### config.mk
export PLATFORM = sky130hd
export DESIGN_NAME = read_bram_flat
export DESIGN_NICKNAME = d
export VERILOG_FILES = /design/src/rtl/read_bram_if.sv /design/src/rtl/read_bram.sv /design/src/flat_wrapper.sv
export SDC_FILE = /design/constraint.sdc
export NUM_CORES = 1
export LEC_CHECK = 0
export CAP_MARGIN = 25
export CORE_ASPECT_RATIO = 0.8
export CORE_MARGIN = 4
export CORE_UTILIZATION = 55
export CTS_BUF_LIST = sky130_fd_sc_hd__clkbuf_8 sky130_fd_sc_hd__clkbuf_16
export CTS_CLUSTER_SIZE = 25
export DETAILED_ROUTE_END_ITERATION = 10
export PLACE_DENSITY = 0.86
export SYNTH_ARGS = -nofsm -noshare
export SYNTH_HDL_FRONTEND = slang
export SYNTH_SLANG_ARGS = --single-unit
### constraint.sdc
create_clock -name clk -period 2.6 [get_ports clk]
set_input_delay 0.78 -clock clk [delete_from_list [all_inputs] [get_ports clk]]
set_output_delay 0.78 -clock clk [all_outputs]
set_load 0.02 [all_outputs]
### src/rtl/read_bram_if.sv
// read_bram_if: bundles the configuration inputs, the block-RAM read port
// and the downstream stream port of read_bram.
// master = the read_bram side, slave = the memory/consumer side.
interface read_bram_if #(
   parameter int DATA_WIDTH             = 8,
   parameter int LOG_MAX_ITERS          = 16,
   parameter int LOG_MAX_READS_PER_ITER = 16,
   parameter int LOG_MAX_ADDRESS        = 16
);
   logic                              configure;
   logic [LOG_MAX_ITERS-1:0]          num_iters;
   logic [LOG_MAX_READS_PER_ITER-1:0] num_reads_per_iter;
   logic [LOG_MAX_ADDRESS-1:0]        base_address;
   logic [LOG_MAX_ADDRESS-1:0]        address_out;
   logic                              read_out;
   logic [DATA_WIDTH-1:0]             data_in;
   logic [DATA_WIDTH-1:0]             data_out;
   logic                              valid_out;
   logic                              avail_in;
   logic                              done_out;

   modport master (
      input  configure, num_iters, num_reads_per_iter, base_address,
      input  data_in, avail_in,
      output address_out, read_out, data_out, valid_out, done_out
   );

   modport slave (
      output configure, num_iters, num_reads_per_iter, base_address,
      output data_in, avail_in,
      input  address_out, read_out, data_out, valid_out, done_out
   );
endinterface

### src/rtl/read_bram.sv
// read_bram: streams an address window out of a block RAM once per
// iteration into a 4-entry FIFO and hands words to the downstream stage
// whenever it signals avail_in.
// Optional feature macro: READ_BRAM_DEBUG_EN (cycle counter + read/output trace).
module read_bram #(
   parameter int DATA_WIDTH             = 8,
   parameter int LOG_MAX_ITERS          = 16,
   parameter int LOG_MAX_READS_PER_ITER = 16,
   parameter int LOG_MAX_ADDRESS        = 16
) (
   input logic        clk,
   input logic        rst,
   read_bram_if.master bus
);
   typedef enum logic [1:0] {IDLE, READ, DRAIN} state_t;

   localparam logic [LOG_MAX_ITERS-1:0]          ITER_ONE = 1;
   localparam logic [LOG_MAX_READS_PER_ITER-1:0] RD_ONE   = 1;
   localparam logic [LOG_MAX_ADDRESS-1:0]        ADDR_ONE = 1;

   state_t                            state, state_next;
   logic [LOG_MAX_ITERS-1:0]          iter_cnt;
   logic [LOG_MAX_READS_PER_ITER-1:0] rd_cnt;
   logic [LOG_MAX_READS_PER_ITER-1:0] reads_q;
   logic [LOG_MAX_ADDRESS-1:0]        addr;
   logic [LOG_MAX_ADDRESS-1:0]        base_q;

   logic [DATA_WIDTH-1:0] buf_mem [4];
   logic [1:0]            wr_ptr, rd_ptr;
   logic [2:0]            occ;
   logic                  inflight;

   logic counts_ok, issue, last_issue, push, pop, done;

   // A job only starts when both counts are non-zero.
   assign counts_ok  = (bus.num_iters != '0) && (bus.num_reads_per_iter != '0);
   // Slots already claimed = buffered words plus the word coming back next edge.
   assign issue      = (state == READ) && ((occ + {2'b00, inflight}) < 3'd4);
   assign last_issue = issue && (rd_cnt == RD_ONE) && (iter_cnt == ITER_ONE);
   assign push       = inflight;
   assign pop        = (occ != 3'd0) && bus.avail_in;
   // A configure in the same cycle aborts the job, so it gets no done pulse.
   assign done       = (state == DRAIN) && (occ == 3'd0) && !inflight && !bus.configure;

   // State register.
   always_ff @(posedge clk) begin
      if (rst) state <= IDLE;
      else     state <= state_next;
   end

   // Next-state logic; configure overrides everything, including an abort.
   always_comb begin
      state_next = state;
      if (bus.configure) begin
         state_next = counts_ok ? READ : IDLE;
      end else begin
         case (state)
            READ:    if (last_issue) state_next = DRAIN;
            DRAIN:   if (done)       state_next = IDLE;
            default: state_next = state;
         endcase
      end
   end

   // Outputs: memory request, FIFO head and completion pulse.
   always_comb begin
      bus.read_out    = issue;
      bus.address_out = addr;
      bus.valid_out   = pop;
      bus.data_out    = (occ != 3'd0) ? buf_mem[rd_ptr] : '0;
      bus.done_out    = done;
   end

   // Iteration/read counters and address generator; reload the window on
   // the last read of every iteration except the final one.
   always_ff @(posedge clk) begin
      if (rst) begin
         iter_cnt <= '0;
         rd_cnt   <= '0;
         reads_q  <= '0;
         addr     <= '0;
         base_q   <= '0;
      end else if (bus.configure) begin
         iter_cnt <= bus.num_iters;
         rd_cnt   <= bus.num_reads_per_iter;
         reads_q  <= bus.num_reads_per_iter;
         addr     <= bus.base_address;
         base_q   <= bus.base_address;
      end else if (issue) begin
         if ((rd_cnt == RD_ONE) && (iter_cnt != ITER_ONE)) begin
            iter_cnt <= iter_cnt - ITER_ONE;
            rd_cnt   <= reads_q;
            addr     <= base_q;
         end else begin
            rd_cnt <= rd_cnt - RD_ONE;
            addr   <= addr + ADDR_ONE;
         end
      end
   end

   // FIFO control; configure flushes it and drops the in-flight word.
   always_ff @(posedge clk) begin
      if (rst || bus.configure) begin
         inflight <= 1'b0;
         wr_ptr   <= '0;
         rd_ptr   <= '0;
         occ      <= '0;
      end else begin
         inflight <= issue;
         if (push) wr_ptr <= wr_ptr + 2'd1;
         if (pop)  rd_ptr <= rd_ptr + 2'd1;
         case ({push, pop})
            2'b10:   occ <= occ + 3'd1;
            2'b01:   occ <= occ - 3'd1;
            default: occ <= occ;
         endcase
      end
   end

   // FIFO storage; returning memory data lands the cycle after read_out.
   always_ff @(posedge clk) begin
      if (push) buf_mem[wr_ptr] <= bus.data_in;
   end

`ifdef READ_BRAM_DEBUG_EN
   logic [15:0] dbg_cycle;

   // Free-running cycle counter with a trace of reads and delivered words.
   always_ff @(posedge clk) begin
      if (rst) begin
         dbg_cycle <= '0;
      end else begin
         dbg_cycle <= dbg_cycle + 16'd1;
         if (issue) $display("READ: cycle %0d, addr %0h", dbg_cycle, addr);
         if (pop)   $display("READ: cycle %0d, data_out %0h", dbg_cycle, buf_mem[rd_ptr]);
      end
   end
`endif
endmodule

### src/flat_wrapper.sv
// flat-port wrapper written by rule: the top's interface ports become plain ports
module read_bram_flat 
#(
   parameter int DATA_WIDTH             = 8,
   parameter int LOG_MAX_ITERS          = 16,
   parameter int LOG_MAX_READS_PER_ITER = 16,
   parameter int LOG_MAX_ADDRESS        = 16
)
  (clk, rst, bus_configure, bus_num_iters, bus_num_reads_per_iter, bus_base_address, bus_data_in, bus_avail_in, bus_address_out, bus_read_out, bus_data_out, bus_valid_out, bus_done_out);
  read_bram_if #(.DATA_WIDTH(DATA_WIDTH), .LOG_MAX_ITERS(LOG_MAX_ITERS), .LOG_MAX_READS_PER_ITER(LOG_MAX_READS_PER_ITER), .LOG_MAX_ADDRESS(LOG_MAX_ADDRESS)) bus_i ();
  input logic clk;
  input logic rst;
  input wire logic [$bits(bus_i.configure)-1:0] bus_configure;
  input wire logic [$bits(bus_i.num_iters)-1:0] bus_num_iters;
  input wire logic [$bits(bus_i.num_reads_per_iter)-1:0] bus_num_reads_per_iter;
  input wire logic [$bits(bus_i.base_address)-1:0] bus_base_address;
  input wire logic [$bits(bus_i.data_in)-1:0] bus_data_in;
  input wire logic [$bits(bus_i.avail_in)-1:0] bus_avail_in;
  output wire logic [$bits(bus_i.address_out)-1:0] bus_address_out;
  output wire logic [$bits(bus_i.read_out)-1:0] bus_read_out;
  output wire logic [$bits(bus_i.data_out)-1:0] bus_data_out;
  output wire logic [$bits(bus_i.valid_out)-1:0] bus_valid_out;
  output wire logic [$bits(bus_i.done_out)-1:0] bus_done_out;
  assign bus_i.configure = bus_configure;
  assign bus_i.num_iters = bus_num_iters;
  assign bus_i.num_reads_per_iter = bus_num_reads_per_iter;
  assign bus_i.base_address = bus_base_address;
  assign bus_i.data_in = bus_data_in;
  assign bus_i.avail_in = bus_avail_in;
  assign bus_address_out = bus_i.address_out;
  assign bus_read_out = bus_i.read_out;
  assign bus_data_out = bus_i.data_out;
  assign bus_valid_out = bus_i.valid_out;
  assign bus_done_out = bus_i.done_out;
  read_bram #(.DATA_WIDTH(DATA_WIDTH), .LOG_MAX_ITERS(LOG_MAX_ITERS), .LOG_MAX_READS_PER_ITER(LOG_MAX_READS_PER_ITER), .LOG_MAX_ADDRESS(LOG_MAX_ADDRESS)) u_core (.clk(clk), .rst(rst), .bus(bus_i));
endmodule
---- After elaboration in Yosys (flattened, before gate mapping) ----
Memories as Yosys holds them, arrays and structs flattened. A register that Yosys moved wholly into a read port is not among the register bits.
Index checks and enable logic that the tools add are counted.
word-level totals
  register bits after elaboration ......... 90
  memory bits (writable) .................. 32
  input port bits ......................... 60
  output and inout port bits .............. 27
  word-level logic and storage cells ...... 71
  memories kept ........................... 1
operators by class
  add/sub/neg operators ................... 8
  magnitude comparators ................... 1
  equal/unequal tests ..................... 9
  mux-type cells .......................... 20
  reduce and logical (&&, ||, !) cells .... 22
memory list
  memory          depth  width  read ports  clocked after memory_dff  wr ports  line             RTL
  u_core.buf_mem  4      8      1           1                         1         read_bram.sv:28  logic [DATA_WIDTH-1:0] buf_mem [4];
operators with widths
  cell                     number
  $mux W16                 9
  $eq A16 B1 Y1 const B    2
  $reduce_bool A16 Y1      2
  $sub A16 B1 Y16 const B  2
  $add A16 B1 Y16 const B  1
  $ne A16 B1 Y1 const B    1
  $mux W2                  5
  $logic_and A1 B1 Y1      9
  $mux W8                  1
  $pmux W3 S2              1
  $reduce_bool A2 Y1       3
  $reduce_bool A3 Y1       2
  $add A2 B1 Y2 const B    2
  $eq A2 B1 Y1 const B     2
  $eq A2 B2 Y1 const B     2
  $pmux W2 S2              1
  $add A3 B1 Y3            1
  $add A3 B1 Y3 const B    1
  $logic_not A3 Y1         1
  $lt A3 B3 Y1 const B     1
  $mux W1                  3
  $ne A3 B2 Y1 const B     1
  $ne A3 B3 Y1 const B     1
  $reduce_and A3 Y1        1
  4 further kinds          5

---- Depth between registers and ports, before layout ----
Gate-level depths: netlist of the first run.
  word-level depth ........................ 8
  gate-level depth with buffers ........... 9
  mapped depth without buffers ............ 8

---- Worst setup path after synthesis of the first run ----
No wires, ideal clock.
  kind .................................... input -> register
  start point ............................. input bus_avail_in
  end point ............................... register u_core.occ[2]
  setup time .............................. 72 ps
  arrival time ............................ 2502 ps
  setup slack ............................. 26 ps
  stages .................................. 7
  cells stage by stage .................... nor2b_1 ha_1 inv_1 fa_1 xor2_1 or3_1 a21oi_1
on the way
  word-level cells in the longest chain between the ends .. 3
  elaborated cells on any way between the ends .. 5
  those cells by class .................... eq/ne: 2; mux: 1; reduce/logical: 2
RTL lines
  element                                                   line                RTL
  start: declaration                                        flat_wrapper.sv:18  input wire logic [$bits(bus_i.avail_in)-1:0] bus_avail_in;
  $logic_and A1 B1 Y1 *                                     read_bram.sv:41     assign pop = (occ != 3'd0) && bus.avail_in;
  $eq A2 B1 Y1 / $eq A2 B2 Y1 (equally long branches)       read_bram.sv:112    case ({push, pop})
  $pmux W3 S2 / $reduce_bool A2 Y1 (equally long branches)  --
  end signal: assignment                                    read_bram.sv:113    2'b10: occ <= occ + 3'd1;
  end signal: assignment                                    read_bram.sv:114    2'b01: occ <= occ - 3'd1;
  end: declaration                                          read_bram.sv:30     logic [2:0] occ;
Every way passes the cells marked *; elsewhere a longest branch is shown, timed or not.
A chain may end at the register's enable or synchronous reset.

---- Worst setup path after layout of the first run ----
  start point ............................. input bus_avail_in
  end point ............................... output bus_valid_out
on the way
  word-level cells in the longest chain between the ends .. 1
RTL lines
  element              line                RTL
  $logic_and A1 B1 Y1  read_bram.sv:41
  end: declaration     flat_wrapper.sv:22  output wire logic [$bits(bus_i.valid_out)-1:0] bus_valid_out;
Every way passes these cells.

==> run metrics, run 1 <==
WL final=between 15 and 20 mm; Clock Power Share=0.436; Worst Slack Setup Final=0.0519 ns; Worst path slowest cell=clkdlybuf4s50_1; worst skew pair latency=0.42 ns; yosys warns=0; post-synthesis cell type count=60; area delta synth->final=28.6%; CTS H-tree depth=4; Max-cap violations=0; P per Cell Area=around 660 mW/mm²; Int Pwr=roughly 3.8 mW; Core ar.=between 0.01 and 0.015 mm²; Mapped Cells=roughly 630; Max VDD drop=between 400 and 500 µV; worst r2r src=u_core.iter_cnt[1]$_SDFFE_PP0P_; post-DP HPWL=11.3 mm; Slew headroom=0.600; syn_nets=between 600 and 700; gr usage total=0.267; largest family of logic cells by synthesized area=simple AND/OR/NAND/NOR gates; Setup WS pre-CTS=-0.249 ns; Die Wd=126 µm; endpoints failing hold=0; Core Rows=34; crit start category=primary input; Tmin final=~2.5 ns; Vias/cell=between 6 and 7; nets=between 800 and 900; main flop type after synthesis=dfxtp_1; CTS max path bufs=2; CTS sink cnt=~120; Buffers on Ports=86; antenna fix cells=0; layout cells sized above 1=0.138; CTS tree=built; CP required=around 1.8 ns; Largest stage delay, worst path=between 0.4 and 0.5 ns; number of global-route vias before repair=around 5600; Post-Synth XOR/XNOR Area=0.0504; commonest non-fill, non-tap cell in the layout=dfxtp_1; Max Freq=392 MHz; worst-path fanout max=2; Worst Hold End=u_core.reads_q[10]$_SDFFE_PP0P_; compound-gate portion of the synthesized area=0.144; Pre-Repair DR Iteration Count=6; placed instance count=859; Reg2Reg Setup Slack=0.08 ns; switching share of power=0.259; Tcrit/Tclk final=0.980; Final Slew Violations=0; adder-cell share of the synthesized area=0.0239; die height=102 µm; synthesized flop and latch total=approximately 120; net switching power=1.33 mW; clock-pin slew on the worst setup and hold paths=roughly 0.050 ns; Logic pwr share=0.140; crit path kind=in -> out; Flop pwr share=0.424; FILL cells=781; mapped cell area=roughly 0.0061 mm²; DRC=0; pin count of the biggest net entering global routing=53; crit-path cells=clkdlybuf4s50_1, nor2b_1, dlygate4sd2_1; # IOs=87; grt total ovfl=0; Num CTS Buffers=17; CP arrival=roughly 1.8 ns; clk_skew=between 0.005 and 0.006 ns; Placer Congestion=around 0.9; R2R cell count=8; final cell count without fillers=between 800 and 900; setup TNS=0 ns; reg2reg end=u_core.iter_cnt[12]$_SDFFE_PP0P_; Crit. End Element=primary output; Post-Synth Simple-Gate Area=0.203; initial antenna violation count=0; Worst-Margin Slew=0.599 ns; HP Start=u_core.reads_q[10]$_SDFFE_PP0P_; RSZ-0062 raised after global routing=false; Hold Path Depth=2; Post-synth EDFFs=32; sequential area share after synthesis=0.461; vias=5533; die area=0.0128 mm²; static leakage=2.92 nW; mux contribution to synthesized area=0.0806; critical path's top delay family=buffers and inverters; outcome=finished clean; Buffers & Inverters on Critical Path=2; Initial Utilization=0.561; antenna-violating nets left=0; Root Driver=clkbuf_16; worst hold path type=reg -> reg; DR WL/cell=18.9 µm; DRT iter0 DRCs=694; total power=roughly 5 mW; commonest cells after routing, fill and taps aside=dfxtp_1, nor2_1, clkdlybuf4s50_1; first-pass GRT wire length=approximately 27 mm; Avg Cell Area, Syn=9.68 µm²; endpoints failing setup=0; Async S/R FF share, synth=0
## registers in the layout, indices dropped and copies added (netlist names), 3 cells and up, named ones only
signal and cells:
u_core.bus.address_out 16, u_core.iter_cnt 16, u_core.base_q 16, u_core.reads_q 16
u_core.rd_cnt 16, u_core.buf_mem 32, u_core.occ 3
## kinds of logic after synthesis
family / count (synthesis)
xor gates and xnor gates: 35
DFF: 124
AOI/OAI and AO/OA: 123
and+or+nand+nor: 237
muxes: 39
buffers and inverters: 59
adders and majority gates: 11
## power by group through the flow
stage / sequential [mW] / combinational, mW / clock (mW)
2_1_floorplan: 2.21 / 0.385 / 0
3_3_place_gp: 2.21 / 0.673 / 0
3_5_place_dp: 2.21 / 0.695 / 0
4_1_cts: 2.17 / 0.707 / 2.26
5_1_grt: 2.19 / 0.777 / 2.36
6_report: 2.18 / 0.717 / 2.24
## what timing repair did
action                                  in CTS  in global routing
endpoints found under the hold margin        0                  0
gates cloned                                 0                  0
hold buffers                                 0                  0
resized for setup                           31                 15
pin swaps                                    0                  1
endpoints found under the setup margin      12                 26
buffers inserted                             0                  1
## how the worst max path moves through the flow
stage,startpoint,end,slack (ns),cells after the start
5_1_grt,u_core.iter_cnt[0]$_SDFFE_PP0P_,u_core.iter_cnt[9]$_SDFFE_PP0P_,0.01,7
3_5_place_dp,bus_avail_in,u_core.occ[2]$_SDFFE_PP0P_,-0.25,9
2_1_floorplan,bus_avail_in,u_core.occ[2]$_SDFFE_PP0P_,0.03,7
6_report,bus_avail_in,bus_valid_out,0.05,3
4_1_cts,u_core.rd_cnt[1]$_SDFFE_PP0P_,u_core.iter_cnt[12]$_SDFFE_PP0P_,0.00007,7
3_3_place_gp,bus_avail_in,bus_valid_out,-0.20,3
## cells in the mapped netlist, types with 4 or more instances
library cell | instances | area (µm²)
a211oi_1 | 14 | 105
clkbuf_1 | 29 | 109
a311oi_1 | 5 | 43.8
nand2_1 | 39 | 146
nor2_1 | 78 | 293
buf_2 | 4 | 20.0
inv_1 | 21 | 78.8
a21oi_1 | 14 | 70.1
nand2b_1 | 5 | 31.3
mux2i_1 | 31 | 310
ha_1 | 10 | 125
dfxtp_1 | 92 | 1840
edfxtp_1 | 32 | 961
xor2_1 | 9 | 78.8
and4_1 | 4 | 35.0
nand3_1 | 17 | 85.1
or4_1 | 6 | 45.0
nand4_1 | 9 | 56.3
nor4_1 | 19 | 119
a2111oi_0 | 9 | 78.8
xnor2_1 | 26 | 228
or3_1 | 10 | 62.6
a22oi_1 | 11 | 82.6
o32ai_1 | 4 | 35.0
a221o_1 | 7 | 70.1
mux4_2 | 8 | 180
o22ai_1 | 12 | 75.1
o211ai_1 | 9 | 67.6
nor3_1 | 19 | 95.1
o21ai_0 | 21 | 105
and2_1 | 4 | 25.0
nor2b_1 | 10 | 62.6
## metrics by stage
stage	utilization	hold slack (ns)	instance area, µm²
final	0.721	0.471	7820
after global routing	0.721	0.482	7820
after CTS	0.722	0.467	7830
after detailed placement	0.669	0.459	7260
after global placement	0.669	0.447	7260
after floorplan	-	0.430	6080
## routing by layer
layer	GRT usage	vias up	routed length, µm
met2	0.444	278	8110
li1	-	2547	-
met5	0	-	0
met1	0.339	2668	7100
met4	0.108	0	365
met3	0.0679	40	1300
## worst register-to-register path: cells and delay by family (launching register included)
family	cells	cell delay, ns
buf+inv	2	0.29
flops	1	0.34
compound gates	1	0.35
fa+ha+maj	1	0.18
simple gates	4	1.25
## area by class of cell
cell class / instances / area (µm²) / share of cell area
clock inverters: 15 / 136 / 0.0174
flip-flops and latches: 124 / 2800 / 0.359
repair buffers: 125 / 1110 / 0.142
well taps: 144 / 180 / 0.0230
inverters: 22 / 82.6 / 0.0106
clock buffers: 17 / 425 / 0.0544
multi-input cells: 445 / 3080 / 0.394
No activity file was read; power rests on OpenSTA's default activity.
==> run 2: changes to the inputs <==
- CORE_ASPECT_RATIO: 0.8 -> 0.7
==> run metrics, run 2 (same netlist as run 1, synthesis figures left out) <==
Worst-Margin Slew=between 0.8 and 0.9 ns; Placer Congestion=between 0.9 and 1; nets=800; clock-pin slew on the worst setup and hold paths=about 0.05 ns; Buffers & Inverters on Critical Path=2; gr usage total=0.284; net switching power=1.36 mW; Max Freq=395 MHz; CTS max path bufs=2; die height=between 90 and 100 µm; Clock Power Share=0.446; Tcrit/Tclk final=0.973; antenna fix cells=0; layout cells sized above 1=0.135; Core Rows=31; Num CTS Buffers=17; clk_skew=roughly 0.0087 ns; global routing's busiest layer=met2; crit-path cells=clkdlybuf4s50_1, nor2b_1, dlygate4sd2_1; critical path's top delay family=buffers and inverters; switching share of power=0.259; CTS tree=built; commonest cells after routing, fill and taps aside=dfxtp_1, nor2_1, clkdlybuf4s50_1; worst hold path type=reg -> reg; Flop pwr share=0.415; CTS sink cnt=roughly 120; Placed Area=about 0.0072 mm²; antenna-violating nets left=0; RSZ-0062 raised after global routing=false; CP required=~1.8 ns; Max-cap violations=0; endpoints failing hold=0; worst-path fanout max=2; Crit. End Element=primary output; DRC=0; Tmin final=approximately 2.5 ns; DRT iter0 DRCs=roughly 760; Buffers on Ports=between 80 and 90; vias=approximately 5700; crit start category=primary input; Max VDD drop=about 620 µV; total power=5.26 mW; WL final=17.8 mm; Int Pwr=approximately 4 mW; # IOs=87; first-pass GRT wire length=between 20 and 30 mm; endpoints failing setup=0; crit path kind=in -> out; Core ar.=about 0.011 mm²; Vias/cell=6.41; largest reg by FF count=u_core.buf_mem; met3 Use GR=0.0846; max reg flops=32; post-route cell area=between 0.007 and 0.008 mm²; Die Wd=134 µm; commonest non-fill, non-tap cell in the layout=dfxtp_1; Logic pwr share=0.139; die area=0.0128 mm²; CP arrival=roughly 1.8 ns; post-DP HPWL=between 10 and 15 mm; Largest stage delay, worst path=0.45 ns; static leakage=2.91 nW; number of global-route vias before repair=5701; Pre-Repair DR Iteration Count=6; DR WL/cell=20.0 µm; Root Driver=clkbuf_16; Final Slew Violations=0; met1 GRT Util=0.350; initial antenna violation count=0; outcome=finished clean; P per Cell Area=around 670 mW/mm²; Worst path slowest cell=clkdlybuf4s50_1; grt total ovfl=0; CTS H-tree depth=4; Slew headroom=0.455; met2 Use GR=0.470; area delta synth->final=28.8%; worst skew pair latency=0.42 ns; pin count of the biggest net entering global routing=53; Initial Utilization=0.576
## run 2: cell count changes in the layout (fill, tap and decap cells not counted), sizes merged
| cell | previous run | this run |
|---|---|---|
| clkinv | 5 | 8 |
| inv | 25 | 22 |
| bufinv | 2 | 3 |
| clkbuf | 19 | 18 |
| buf | 48 | 43 |
| clkinvlp | 5 | 4 |
## run 2: layout make-up
| type | count | area, µm² |
|---|---|---|
| inverters | 22 | 82.6 |
| clock inverters | 15 | 156 |
| multi-input cells | 445 | 3100 |
| fillers | 680 | 2720 |
| clock buffers | 17 | 425 |
| flip-flops and latches | 124 | 2810 |
| repair buffers | 119 | 1080 |
| well taps | 148 | 185 |
## run 2: worst paths after layout
kind                              startpoint                                to  slack (ns)  cells after the start
max reg2reg    u_core.rd_cnt[1]$_SDFFE_PP0P_  u_core.iter_cnt[12]$_SDFFE_PP0P_        0.12                      7
min reg2reg  u_core.reads_q[14]$_SDFFE_PP0P_   u_core.reads_q[14]$_SDFFE_PP0P_        0.47                      2
min          u_core.reads_q[14]$_SDFFE_PP0P_   u_core.reads_q[14]$_SDFFE_PP0P_        0.47                      2
max                             bus_avail_in                     bus_valid_out        0.07                      3
## run 2: repair_timing
action	CTS	global route
setup endpoints to repair	16	24
hold buffers	0	0
setup buffers	0	0
gates resized for setup	35	19
## run 2: per-layer routing
layer | share of wire | vias up
met5 | 0 | -
met2 | 0.48 | 377
met1 | 0.40 | 2724
met3 | 0.10 | 57
li1 | - | 2546
met4 | 0.027 | 0
## run 2: worst reg2reg max path, stage by stage (launching register included)
cell and delay, ns:
dfxtp_1 0.37, inv_1 0.11, ha_1 0.20, nor3b_4 0.23
nand4_2 0.21, or4_4 0.58, or4_1 0.42, a311oi_1 0.27
## run 2: power groups by stage
stage / logic (mW) / registers (mW) / clock network, mW
after CTS: 0.711 / 2.17 / 2.34
after global routing: 0.789 / 2.19 / 2.43
after detailed placement: 0.694 / 2.21 / 0
after floorplan: 0.385 / 2.21 / 0
final: 0.733 / 2.18 / 2.35
after global placement: 0.668 / 2.20 / 0
## run 2: metrics by stage
stage	cells	util	hold WS (ns)	setup WS, ns	TNS, ns
after floorplan	628	-	0.430	0.0262	0
after global routing	890	0.742	0.496	0.00278	0
after global placement	858	0.686	0.454	-0.189	-0.344
after CTS	890	0.742	0.463	0.00493	0
after detailed placement	858	0.686	0.450	-0.227	-0.515
final	890	0.742	0.467	0.0709	0
==> run 3: changes to the inputs <==
- CORE_MARGIN: 4 -> not set
==> run metrics, run 3 (same netlist as run 1, synthesis figures left out) <==
outcome=finished clean; worst skew pair latency=0.42 ns; commonest cells after routing, fill and taps aside=dfxtp_1, nor2_1, clkdlybuf4s50_1; largest reg by FF count=u_core.buf_mem; Placed Area=about 0.0073 mm²; FILL cells=roughly 680; Max-cap violations=0; crit path kind=reg -> out; grt total ovfl=0; WP depth=4; Tcrit/Tclk final=0.981; Placer Congestion=between 0.8 and 0.9; vias=roughly 5700; Root Driver=clkbuf_16; Buffers on Ports=86; post-route cell area=between 0.007 and 0.008 mm²; DR WL/cell=a little under 20 µm; setup TNS=0 ns; die area=between 0.01 and 0.015 mm²; Largest stage delay, worst path=0.49 ns; Buffers & Inverters on Critical Path=2; worst hold margin=roughly 0.47 ns; Final Slew Violations=0; area delta synth->final=29.3%; total power=5.10 mW; Vias/cell=6.35; Num CTS Buffers=17; reg2reg end=u_core.rd_cnt[8]$_SDFFE_PP0P_; worst hold path type=reg -> reg; final cell count without fillers=about 890; P per Cell Area=649 mW/mm²; Initial Utilization=0.576; Max VDD drop=about 540 µV; Core ar.=roughly 0.011 mm²; clock-pin slew on the worst setup and hold paths=0.06 ns; die height=approximately 90 µm; layout cells sized above 1=0.149; Slew headroom=0.586; static leakage=2.91 nW; CTS sink cnt=between 100 and 150; max reg flops=32; Pre-Repair DR Iteration Count=6; Worst path slowest cell=mux4_2; DRC=0; worst-path fanout max=8; DRT iter0 DRCs=around 690; Reg2Reg Setup Slack=~0.10 ns; CTS max path bufs=2; CP arrival=roughly 1.8 ns; R2R cell count=8; Tmin final=approximately 2.6 ns; critical path's top delay family=multiplexers; CTS tree=built; fin util=0.746; Worst Slack Setup Final=0.0485 ns; Setup WS pre-CTS=-0.206 ns; placed instance count=860; Core Rows=31; Die Wd=about 130 µm; Max Freq=just under 400 MHz; crit start category=flip-flop; clk_skew=0.00670 ns; CP required=1.82 ns; endpoints failing setup=0; gr usage total=0.308; antenna fix cells=0; CTS H-tree depth=4; WL final=roughly 17 mm; nets=803; commonest non-fill, non-tap cell in the layout=dfxtp_1; number of global-route vias before repair=around 5500; post-DP HPWL=11.2 mm; antenna-violating nets left=0; worst r2r src=u_core.iter_cnt[1]$_SDFFE_PP0P_; crit path to=bus_data_out[5]; initial antenna violation count=0; HP Start=u_core.reads_q[15]$_SDFFE_PP0P_; endpoints failing hold=0; # IOs=87; Crit. End Element=primary output; pin count of the biggest net entering global routing=53; crit-path cells=buf_12, mux4_2, nor2b_1, clkdlybuf4s15_2; first-pass GRT wire length=approximately 28 mm; Worst-Margin Slew=approximately 0.62 ns
-- run 3: cell types whose count changed in the layout (fill, tap and decap cells not counted), sizes merged --
cell           before  now
buf                43   41
bufinv              3    0
clkbuf             18   19
clkdlybuf4s15       0    5
dlygate4sd2         2    3
inv                22   23
-- run 3: worst min-delay path by stage --
stage                                  endpoint  cells after the start
4_1_cts         u_core.reads_q[15]$_SDFFE_PP0P_                      2
3_3_place_gp   u_core.iter_cnt[15]$_SDFFE_PP0P_                      2
5_1_grt         u_core.reads_q[15]$_SDFFE_PP0P_                      2
6_report        u_core.reads_q[15]$_SDFFE_PP0P_                      2
3_5_place_dp   u_core.iter_cnt[15]$_SDFFE_PP0P_                      2
2_1_floorplan  u_core.iter_cnt[15]$_SDFFE_PP0P_                      2
-- run 3: layer usage --
| layer | share of wire | wire (µm) | global-route usage |
|---|---|---|---|
| met5 | 0 | 0 | 0 |
| met2 | 0.46 | 7930 | 0.486 |
| met1 | 0.41 | 7120 | 0.408 |
| met3 | 0.098 | 1690 | 0.0744 |
| met4 | 0.027 | 464 | 0.123 |
-- run 3: timing repair --
action	4_1_cts	5_1_grt
hold buffers	0	0
resized for setup	35	15
setup endpoints to repair	18	18
buffers inserted	0	1
endpoints found under the hold margin	0	0
-- run 3: final cells by class --
class / instances / area (µm²) / share of cell area
multi-input cells: 445 / 3100 / 0.394
flip-flops and latches: 124 / 2810 / 0.357
repair buffers: 122 / 1130 / 0.144
clock buffers: 19 / 464 / 0.0590
well taps: 148 / 185 / 0.0235
clock inverters: 13 / 91.3 / 0.0116
inverters: 22 / 82.6 / 0.0105
-- run 3: tightest hold or removal path: cells and delay by family, from the launching register on --
| kind | cells | cell delay (ns) |
|---|---|---|
| DFF | 1 | 0.31 |
| and+or+nand+nor | 1 | 0.06 |
| AOI/OAI and AO/OA | 1 | 0.06 |
-- run 3: power by group --
group          internal [mW]  switching [mW]  total [mW]
clock network           1.30           0.896        2.19
logic                  0.344           0.383       0.727
registers               2.07           0.110        2.18
total                   3.72            1.39        5.10
